File: config.mk
export PLATFORM = sky130hd
export DESIGN_NAME = tt_um_delta_sigma_adc
export DESIGN_NICKNAME = d
export VERILOG_FILES = /design/src/rtl/tt_um_delta_sigma_adc.sv
export SDC_FILE = /design/constraint.sdc
export NUM_CORES = 1
export LEC_CHECK = 0
export BUFFER_PORTS_ARGS = -buffer_cell sky130_fd_sc_hd__buf_2
export CORE_MARGIN = 5
export CORE_UTILIZATION = 50
export CTS_BUF_LIST = sky130_fd_sc_hd__clkbuf_4 sky130_fd_sc_hd__clkbuf_8
export CTS_CLUSTER_DIAMETER = 80
export CTS_CLUSTER_SIZE = 14
export DETAILED_ROUTE_END_ITERATION = 7
export GPL_TIMING_DRIVEN = 0
export PLACE_DENSITY = 0.65
export SYNTH_ARGS = -nofsm -noshare
export SYNTH_HDL_FRONTEND = slang
export SYNTH_SLANG_ARGS = --single-unit
File: constraint.sdc
create_clock -name clk_i -period 7.2 [get_ports clk_i]
set_input_delay 1.44 -clock clk_i [delete_from_list [all_inputs] [get_ports clk_i]]
set_output_delay 1.44 -clock clk_i [all_outputs]
set_load 0.05 [all_outputs]
File: src/rtl/tt_um_delta_sigma_adc.sv
// tt_um_delta_sigma_adc: CIC decimator (sinc2, or sinc3 when DS_ADC_SINC3_EN is defined) turning a 1-bit delta-sigma stream into signed PCM.
// Output sits behind a one-entry valid/ready register with an overrun pulse.
module tt_um_delta_sigma_adc #(
  parameter int BW    = 14,
  parameter int LOG2R = 7
) (
  input  logic                 clk_i,
  input  logic                 rst_i,
  input  logic                 bit_i,
  input  logic                 ready_i,
  output logic signed [BW-1:0] sample_o,
  output logic                 valid_o,
  output logic                 overrun_o
);
`ifdef DS_ADC_SINC3_EN
  localparam int N = 3;
`else
  localparam int N = 2;
`endif
  localparam int W  = N * LOG2R + 2;
  localparam int SH = N * LOG2R - (BW - 1);
  localparam logic signed [W-1:0] ONE   = W'(1);
  localparam logic signed [W-1:0] P_MAX = W'((1 << (BW - 1)) - 1);
  localparam logic signed [W-1:0] P_MIN = -P_MAX - ONE;
  localparam logic [LOG2R-1:0]    DEC_ONE = LOG2R'(1);
  localparam logic [1:0]          WARM    = 2'(N);

  logic signed [W-1:0]  r_int [N];
  logic signed [W-1:0]  r_dly [N];
  logic signed [W-1:0]  w_int_nx [N];
  logic signed [W-1:0]  w_cmb [N];
  logic signed [W-1:0]  w_sh, w_sat;
  logic [LOG2R-1:0]     r_dec;
  logic [1:0]           r_warm;
  logic signed [BW-1:0] r_sample;
  logic                 r_valid, r_ovr;
  logic                 w_dec, w_keep;

  // Integrators update in parallel; the comb sees the last integrator's next value.
  always_comb begin
    w_int_nx[0] = r_int[0] + (bit_i ? ONE : -ONE);
    for (int k = 1; k < N; k++) w_int_nx[k] = r_int[k] + r_int[k-1];
    w_cmb[0] = w_int_nx[N-1] - r_dly[0];
    for (int k = 1; k < N; k++) w_cmb[k] = w_cmb[k-1] - r_dly[k];
    w_sh  = w_cmb[N-1] >>> SH;
    w_sat = (w_sh > P_MAX) ? P_MAX : (w_sh < P_MIN) ? P_MIN : w_sh;
  end

  assign w_dec  = &r_dec;
  assign w_keep = w_dec && (r_warm == WARM);

  always_ff @(posedge clk_i or negedge rst_i) begin
    if (!rst_i) begin
      for (int k = 0; k < N; k++) begin
        r_int[k] <= '0;
        r_dly[k] <= '0;
      end
      r_dec    <= '0;
      r_warm   <= '0;
      r_sample <= '0;
      r_valid  <= 1'b0;
      r_ovr    <= 1'b0;
    end else begin
      for (int k = 0; k < N; k++) r_int[k] <= w_int_nx[k];
      r_dec <= r_dec + DEC_ONE;
      if (w_dec) begin
        r_dly[0] <= w_int_nx[N-1];
        for (int k = 1; k < N; k++) r_dly[k] <= w_cmb[k-1];
      end
      if (w_dec && !w_keep) r_warm <= r_warm + 2'd1;
      if (w_keep) r_sample <= BW'(w_sat);
      r_valid <= w_keep | (r_valid & ~ready_i);
      r_ovr   <= w_keep & r_valid & ~ready_i;
    end
  end

  assign sample_o  = r_sample;
  assign valid_o   = r_valid;
  assign overrun_o = r_ovr;
endmodule

## Yosys cells after proc, flatten, opt, wreduce, memory -nomap -nowiden

Cells that the tools add are included.
Widths: inputs -> output; s select.

- Flip-flop bits (word level): 89

- Add/subtract/negate cells: 6
- Magnitude comparators: 2
- Equality and inequality tests: 1
- Mux-type cells: 3
- Bitwise operators: 5
- Reduce and logical (&&, ||, !) cells: 4

Operator list:

| operator | number |
|---|---|
| $add 16x16->16 | 2 |
| $sub 16x16->16 | 2 |
| $mux 14 | 2 |
| $mux 16 | 1 |
| $gt 15x14->1 const B | 1 |
| $lt 15x14->1 const B | 1 |
| $add 7x1->7 const B | 1 |
| $reduce_and 7->1 | 1 |
| $and 1x1->1 | 3 |
| $add 2x1->2 const B | 1 |
| $eq 2x2->1 const B | 1 |
| $logic_and 1x1->1 | 2 |
| $logic_not 1->1 | 1 |
| $not 1->1 | 1 |
| $or 1x1->1 | 1 |

## Logic depth before layout (Yosys ltp)

Gate-level depths: netlist of the first run.

- Depth in word-level cells: 6
- Depth in mapped cells: 29
- Mapped depth without buffers: 28

## Worst setup path after synthesis of the first run

OpenSTA, ideal clock, no wires.

- Kind: flip-flop to flip-flop
- Start: register r_int[17] (netlist name)
- End: register r_sample[1] (netlist: sample_o[1])
- Setup time: 0.077 ns
- Arrival: 5.054 ns
- Required time: 7.123 ns
- Slack: 2.069 ns
- Stages on the path, launching flop included: 26
- Buffers on the path: 1
- Path through: dfrtp_1 ha_1 a211o_1 a211oi_2 nor2_1 o21ai_1 nand2b_1 a21o_1 a21oi_1 xnor2_1 ha_1 and3_1 and3_1 o211a_1 nor2_1 xnor2_1 ha_1 nand2_1 o21ai_0 a211o_1 a21o_1 a21oi_1 xnor2_1 clkbuf_1 a21oi_1 o21ai_1

RTL lines:

| item | line | source |
|---|---|---|
| from (decl) | 28 | `logic signed [W-1:0] r_int [N];` |
| from (signal, indexed assignment) | 55 | `r_int[k] <= '0;` |
| to (signal assigned) | 71 | `if (w_keep) r_sample <= BW'(w_sat);` |
| to (decl) | 35 | `logic signed [BW-1:0] r_sample;` |

==> impl_results.rst, run 1 <==
.. list-table::
   :header-rows: 1

   * - Metric
     - Value
   * - Outcome
     - finished, final reports clean
   * - Starting density of the core
     - 51.1%
   * - Worst-path clk slew
     - 0.09 ns
   * - Total negative slack
     - 0 ns
   * - Setup repair bufs after CTS
     - 0
   * - Antenna cell count
     - 0
   * - Top library cells by usage in the layout, fill and taps aside
     - sky130_fd_sc_hd__dfrtp_1, sky130_fd_sc_hd__nand2_1, sky130_fd_sc_hd__ha_1
   * - Worst R2R Path Depth
     - 25
   * - Routed Antenna Nets
     - 0
   * - Setup repair after global routing missed its margin
     - no
   * - Maximum number of pins on one net before global-route repair
     - 62
   * - CP Capture Type
     - flop
   * - Final HPWL DP
     - 8000 um
   * - Final wirelength
     - 10500 um
   * - TritonCTS buffer count
     - 9
   * - Worst hold path endpoint
     - r_dec[5]
   * - Worst Path Max Fanout
     - 10
   * - Worst Setup Slack, final
     - 1.21 ns
   * - Post-synthesis average cell area
     - 9.61 sq um
   * - Number of standard cells after synthesis
     - 579
   * - Count of flip-flops with a built-in enable after synthesis
     - 0
   * - Worst setup slack after placement
     - 1.31 ns
   * - Largest stage delay on the critical path
     - 0.51 ns
   * - Area growth from synthesis to layout
     - 8.97%
   * - Iteration count of the initial detailed-routing pass
     - 4
   * - Worst flop-to-flop path endpoint
     - sample_o[1]
   * - Count of hold-fix buffers inserted at cts
     - 0
   * - Gp weighted congestion
     - 0.813
   * - Leading cell type in the layout, fill and taps excluded
     - sky130_fd_sc_hd__dfrtp_1
   * - Worst hold margin
     - 0.462 ns
   * - Cell area after technology mapping
     - 5560 sq um
   * - Reg-to-Reg Start
     - r_int[17]
   * - Area inside the core boundary
     - 10900 sq um
   * - Vias per std cell
     - 5.38
   * - Share of the cycle needed by the critical path after routing
     - 83.2%
   * - Net total in the final layout
     - 678
   * - Number of violations of the max-capacitance limit
     - 0
   * - Overall Global Routing Usage
     - 17.1%
   * - Hold Vio Cnt, Final
     - 0
   * - Register-to-register path setup slack
     - 1.21 ns
   * - Fin crit period
     - 5.99 ns
   * - Start point of the worst hold path
     - r_dec[5]
   * - DRC violation count after routing
     - 0
   * - Deepest level of the CTS H-tree
     - 3
   * - Cell row count
     - 38
   * - First-pass GRT wire length
     - 18400 um
   * - Worst relative slew slack
     - 56.4%
   * - Yosys Warn Count
     - 0
   * - Clk Tree Root Cell
     - sky130_fd_sc_hd__clkbuf_8
   * - Layout cell share with drive strength beyond 1
     - 9.45%
   * - Critical Path Source Type
     - flop
   * - Slew at the pin closest to its max-slew limit
     - 0.649 ns
   * - Arrival time at the worst endpoint
     - 6.28 ns
   * - TritonCTS clock tree
     - yes
   * - DR WL/cell
     - 13.9 um
   * - Number of design-rule violations left by the first detailed-router iteration
     - 185
   * - Mapped Nets
     - 647
   * - Post-synth top flop
     - sky130_fd_sc_hd__dfrtp_1
   * - # IOs
     - 20
   * - Buffers & Inverters on Critical Path
     - 1
   * - Die area
     - 13300 sq um
   * - Final worst clock skew
     - 0.0109 ns
   * - Clock network latency to the later pin of the worst-skew pair
     - 0.36 ns
   * - Number of gates given a new drive strength after cts
     - 0
   * - Vertical die dimension
     - 115 um
   * - Family with the most delay on the worst path
     - compound AO/OA/AOI/OAI gates
   * - Required time at the endpoint of the critical path
     - 7.49 ns
   * - Number of clock sinks
     - 89
   * - Buffers added on ports
     - 19
   * - Antenna violations before repair
     - 0
   * - Sequential area share after synthesis
     - 40.0%
   * - Unique cell type count in the Yosys netlist
     - 53
   * - Critical path type
     - reg2reg
   * - Slew Viols, Final
     - 0
   * - Path type of the worst min-delay path
     - reg2reg
   * - Critical path's slowest cell
     - sky130_fd_sc_hd__clkbuf_1
   * - Number of register bits inferred by synthesis
     - 89
   * - Number of fillers in the final layout
     - 997
   * - Vias in the first global route
     - 4007
   * - Share of synthesized registers carrying an async set or reset
     - 100%
   * - Width of the die
     - 115 um
   * - Number of buffers on the longest clock path
     - 2
   * - Upper clock frequency limit
     - 0.167 GHz
   * - Final design utilization
     - 55.7%
   * - Sum of overflow across all layers after global routing
     - 0
   * - Setup-failing EPs final
     - 0
   * - Cell depth of the worst min-delay path
     - 1
   * - Worst setup startpoint
     - r_int[17]
   * - Overall via count from detail_route
     - 4056
[stage by stage]
step / cell area, sq um / cells
floorplan: 5560 / 579
global placement: 5830 / 738
detailed placement: 5860 / 739
CTS: 6060 / 754
global route: 6060 / 754
finish: 6060 / 754
[cell usage after synthesis (all sizes together), types with 2 or more instances]
cell	n	area, sq um
xor2	21	184
nand4	2	12.5
o21a	6	45.0
a31oi	3	33.8
nor3	3	15.0
o2111ai	2	17.5
dfrtp	89	2230
nor2b	6	37.5
nand3	13	65.1
o21ai	65	329
clkbuf	6	22.5
a21boi	2	15.0
inv	48	180
or2	2	12.5
nand2b	8	50.1
fa	4	80.1
o21bai	7	63.8
a21oi	43	238
a21o	14	105
and2	4	25.0
ha	60	751
nor2	31	116
o41a	2	22.5
o211ai	3	27.5
a211o	3	26.3
buf	3	18.8
and3	5	31.3
o31ai	2	15.0
nand2	64	240
a22oi	5	37.5
xnor2	32	288
a211oi	3	27.5
mux2	8	90.1
or3	2	12.5
[worst max path at each step]
stage | depth (start not counted) | to | slack, ns
6_report | 25 | sample_o[1] | 1.21
5_1_grt | 28 | sample_o[1] | 0.68
4_1_cts | 28 | sample_o[1] | 1.23
3_5_place_dp | 28 | sample_o[1] | 1.31
3_3_place_gp | 25 | sample_o[1] | 1.43
2_1_floorplan | 25 | sample_o[1] | 2.07
[cell type report]
cell class | instances | area (sq um) | area share, %
Multi-Input combinational cell | 433 | 3120 | 51.4
Sequential cell | 89 | 2230 | 36.7
Tap cell | 140 | 175 | 2.89
Inverter | 48 | 180 | 2.97
Timing Repair Buffer | 20 | 125 | 2.06
Clock inverter | 3 | 40.0 | 0.660
Clock buffer | 12 | 159 | 2.62
Buffer | 9 | 41.3 | 0.681
[registers in the layout (all words and copies together) (netlist names)]
register,flops
r_warm,2
overrun_o,1
r_dly,32
r_int,32
valid_o,1
sample_o,14
r_dec,7
[metal layers]
| layer | global-route usage [%] | part of all wire [%] |
|---|---|---|
| met1 | 23.6 | 50 |
| met5 | 0 | 0 |
| met2 | 27.2 | 46 |
| met4 | 4.85 | 1.3 |
| met3 | 3.66 | 2.7 |
[logic make-up (layout without fill, tap and decap cells)]
family | count (synthesis) | after routing | share of synthesized area (%)
adders and majority gates | 64 | 64 | 14.9
DFF | 89 | 89 | 40.0
buffers and inverters | 57 | 92 | 3.98
AOI/OAI and AO/OA | 165 | 165 | 18.8
xor gates and xnor gates | 55 | 55 | 9.33
muxes | 8 | 8 | 1.62
and+or+nand+nor | 141 | 141 | 11.3
[worst register-to-register path: stages (launching register included)]
cell and delay, ns:
sky130_fd_sc_hd__dfrtp_1 0.44, sky130_fd_sc_hd__ha_1 0.32, sky130_fd_sc_hd__a211o_1 0.35, sky130_fd_sc_hd__a211oi_2 0.27
sky130_fd_sc_hd__nor2_1 0.11, sky130_fd_sc_hd__o21ai_1 0.15, sky130_fd_sc_hd__nand2b_1 0.11, sky130_fd_sc_hd__a21o_1 0.20
sky130_fd_sc_hd__a21oi_1 0.17, sky130_fd_sc_hd__xnor2_1 0.22, sky130_fd_sc_hd__ha_1 0.36, sky130_fd_sc_hd__and3_1 0.21
sky130_fd_sc_hd__and3_1 0.18, sky130_fd_sc_hd__o211a_1 0.14, sky130_fd_sc_hd__nor2_1 0.21, sky130_fd_sc_hd__xnor2_1 0.18
sky130_fd_sc_hd__ha_1 0.32, sky130_fd_sc_hd__nand2_1 0.12, sky130_fd_sc_hd__o21ai_0 0.09, sky130_fd_sc_hd__a211o_1 0.30
sky130_fd_sc_hd__a21o_1 0.19, sky130_fd_sc_hd__a21oi_1 0.17, sky130_fd_sc_hd__xnor2_1 0.33, sky130_fd_sc_hd__clkbuf_1 0.51
sky130_fd_sc_hd__a21oi_1 0.14, sky130_fd_sc_hd__o21ai_1 0.15
Power of run 1 is not shown: default switching activity piles up to over one toggle a cycle in this logic, so the estimate is an artifact.
==> inputs of run 2 (changes only) <==
Clock period 7.2 ns to 6.3 ns, I/O delays scaled along.
==> run 2 against run 1 <==
Global-route usage did not move. Count of clock-buffer cells in the layout did not move. Hold slack barely moved. Critical path type unchanged.
==> impl_results.rst, run 2 (synthesized netlist as in run 1, its figures left out) <==
.. list-table::
   :header-rows: 1

   * - Metric
     - Value
   * - Layout cell share with drive strength beyond 1
     - 10.1%
   * - Sum of overflow across all layers after global routing
     - 0
   * - TritonCTS clock tree
     - yes
   * - Critical Path Source Type
     - flop
   * - TritonCTS buffer count
     - 9
   * - DRC violation count after routing
     - 0
   * - Reg-to-Reg Start
     - r_int[17]
   * - Hold Vio Cnt, Final
     - 0
   * - Deepest level of the CTS H-tree
     - 3
   * - CP Capture Type
     - flop
   * - Leading cell type in the layout, fill and taps excluded
     - sky130_fd_sc_hd__dfrtp_1
   * - Total negative slack
     - 0 ns
   * - Crit path top cell by count
     - sky130_fd_sc_hd__ha_1
   * - Share of the cycle needed by the critical path after routing
     - 91.4%
   * - Iteration count of the initial detailed-routing pass
     - 4
   * - Critical path type
     - reg2reg
   * - Worst Path Max Fanout
     - 7
   * - Top library cells by usage in the layout, fill and taps aside
     - sky130_fd_sc_hd__dfrtp_1, sky130_fd_sc_hd__nand2_1, sky130_fd_sc_hd__ha_1
   * - Net total in the final layout
     - 679
   * - Routed Antenna Nets
     - 0
   * - Cell row count
     - 38
   * - Vias in the first global route
     - 4007
   * - Critical path's slowest cell
     - sky130_fd_sc_hd__dfrtp_1
   * - Number of design-rule violations left by the first detailed-router iteration
     - 159
   * - Family with the most delay on the worst path
     - compound AO/OA/AOI/OAI gates
   * - # IOs
     - 20
   * - Setup repair after global routing missed its margin
     - no
   * - Clk Tree Root Cell
     - sky130_fd_sc_hd__clkbuf_8
   * - Fin crit period
     - 5.76 ns
   * - Area growth from synthesis to layout
     - 9.47%
   * - Path type of the worst min-delay path
     - reg2reg
   * - Outcome
     - finished, final reports clean
   * - Start point of the worst hold path
     - r_dec[5]
   * - Clock network latency to the later pin of the worst-skew pair
     - 0.36 ns
   * - Setup-failing EPs final
     - 0
   * - Worst R2R Path Depth
     - 25
   * - Antenna violations before repair
     - 0
   * - Slew at the pin closest to its max-slew limit
     - 0.577 ns
   * - Number of violations of the max-capacitance limit
     - 0
   * - Die area
     - 13300 sq um
   * - Overall via count from detail_route
     - 4077
   * - Maximum number of pins on one net before global-route repair
     - 62
   * - First-pass GRT wire length
     - 18400 um
   * - Cell depth of the worst min-delay path
     - 1
   * - Upper clock frequency limit
     - 0.174 GHz
   * - Worst hold path endpoint
     - r_dec[5]
   * - Number of clock sinks
     - 89
   * - Worst relative slew slack
     - 61.5%
   * - Buffers & Inverters on Critical Path
     - 0
   * - Vertical die dimension
     - 115 um
   * - Overall Global Routing Usage
     - 17.1%
   * - Slew Viols, Final
     - 0
   * - Worst flop-to-flop path endpoint
     - sample_o[6]
   * - Final wirelength
     - 10600 um
   * - Gp weighted congestion
     - 0.813
   * - Largest stage delay on the critical path
     - 0.44 ns
   * - Antenna cell count
     - 0
   * - Starting density of the core
     - 51.1%
   * - Area inside the core boundary
     - 10900 sq um
   * - Final worst clock skew
     - 0.0124 ns
   * - Final HPWL DP
     - 8000 um
   * - Number of buffers on the longest clock path
     - 2
   * - Register-to-register path setup slack
     - 0.54 ns
   * - DR WL/cell
     - 14.0 um
   * - Count of hold-fix buffers inserted at cts
     - 0
   * - Width of the die
     - 115 um
   * - Arrival time at the worst endpoint
     - 6.05 ns
   * - Vias per std cell
     - 5.40
   * - Worst-path clk slew
     - 0.09 ns
   * - Required time at the endpoint of the critical path
     - 6.59 ns
   * - Buffers added on ports
     - 19
==> run 2: changes by cell type in the layout (fill, tap and decap cells not counted) <==
cell	delta
sky130_fd_sc_hd__xnor2_2	+2
sky130_fd_sc_hd__xnor2_1	-2
sky130_fd_sc_hd__o21bai_2	+1
sky130_fd_sc_hd__buf_2	+1
sky130_fd_sc_hd__clkbuf_1	-1
==> run 2: cell type report <==
cell class / count / area [sq um]
inverters: 48 / 180
fillers: 992 / 4800
clock buffers: 12 / 159
well taps: 140 / 175
repair buffers: 20 / 125
clock inverters: 3 / 40.0
flip-flops and latches: 89 / 2230
multi-input cells: 434 / 3140
plain buffers: 9 / 42.5
==> run 2: timing repair <==
action / 4_1_cts / 5_1_grt
setup endpoints to repair: 0 / 11
buffers inserted: 0 / 0
gates resized for setup: 0 / 5
endpoints found under the hold margin: 0 / 0
==> run 2: stage by stage <==
step	area [sq um]	util [%]	hold slack [ns]	std cells	worst slack, ns
6_report	6090	55.9	0.462	755	0.542
5_1_grt	6090	55.9	0.483	755	0.0588
4_1_cts	6060	55.7	0.471	754	0.332
3_5_place_dp	5860	53.9	0.455	739	0.405
3_3_place_gp	5830	53.6	0.453	738	0.528
2_1_floorplan	5560	-	0.438	579	1.17
==> run 2: how the worst max path moves through the flow <==
| stage | cells past startpoint | to | slack [ns] | from |
|---|---|---|---|---|
| 6_report | 25 | sample_o[6] | 0.54 | r_int[17] |
| 5_1_grt | 27 | sample_o[1] | 0.06 | r_int[16] |
| 4_1_cts | 28 | sample_o[1] | 0.33 | r_int[16] |
| 3_5_place_dp | 28 | sample_o[1] | 0.41 | r_int[16] |
| 3_3_place_gp | 25 | sample_o[1] | 0.53 | r_int[17] |
| 2_1_floorplan | 25 | sample_o[1] | 1.17 | r_int[17] |
==> run 2: layer usage <==
metal  wire length (um)  up-vias  global-route usage, %
li1                   -     2070                      -
met1               5330     1952                   23.6
met2               4800       45                   27.2
met3                307       10                   3.66
met4                133        0                   4.85
met5                  0        -                      0
Power of run 2 is left out for the same reason.
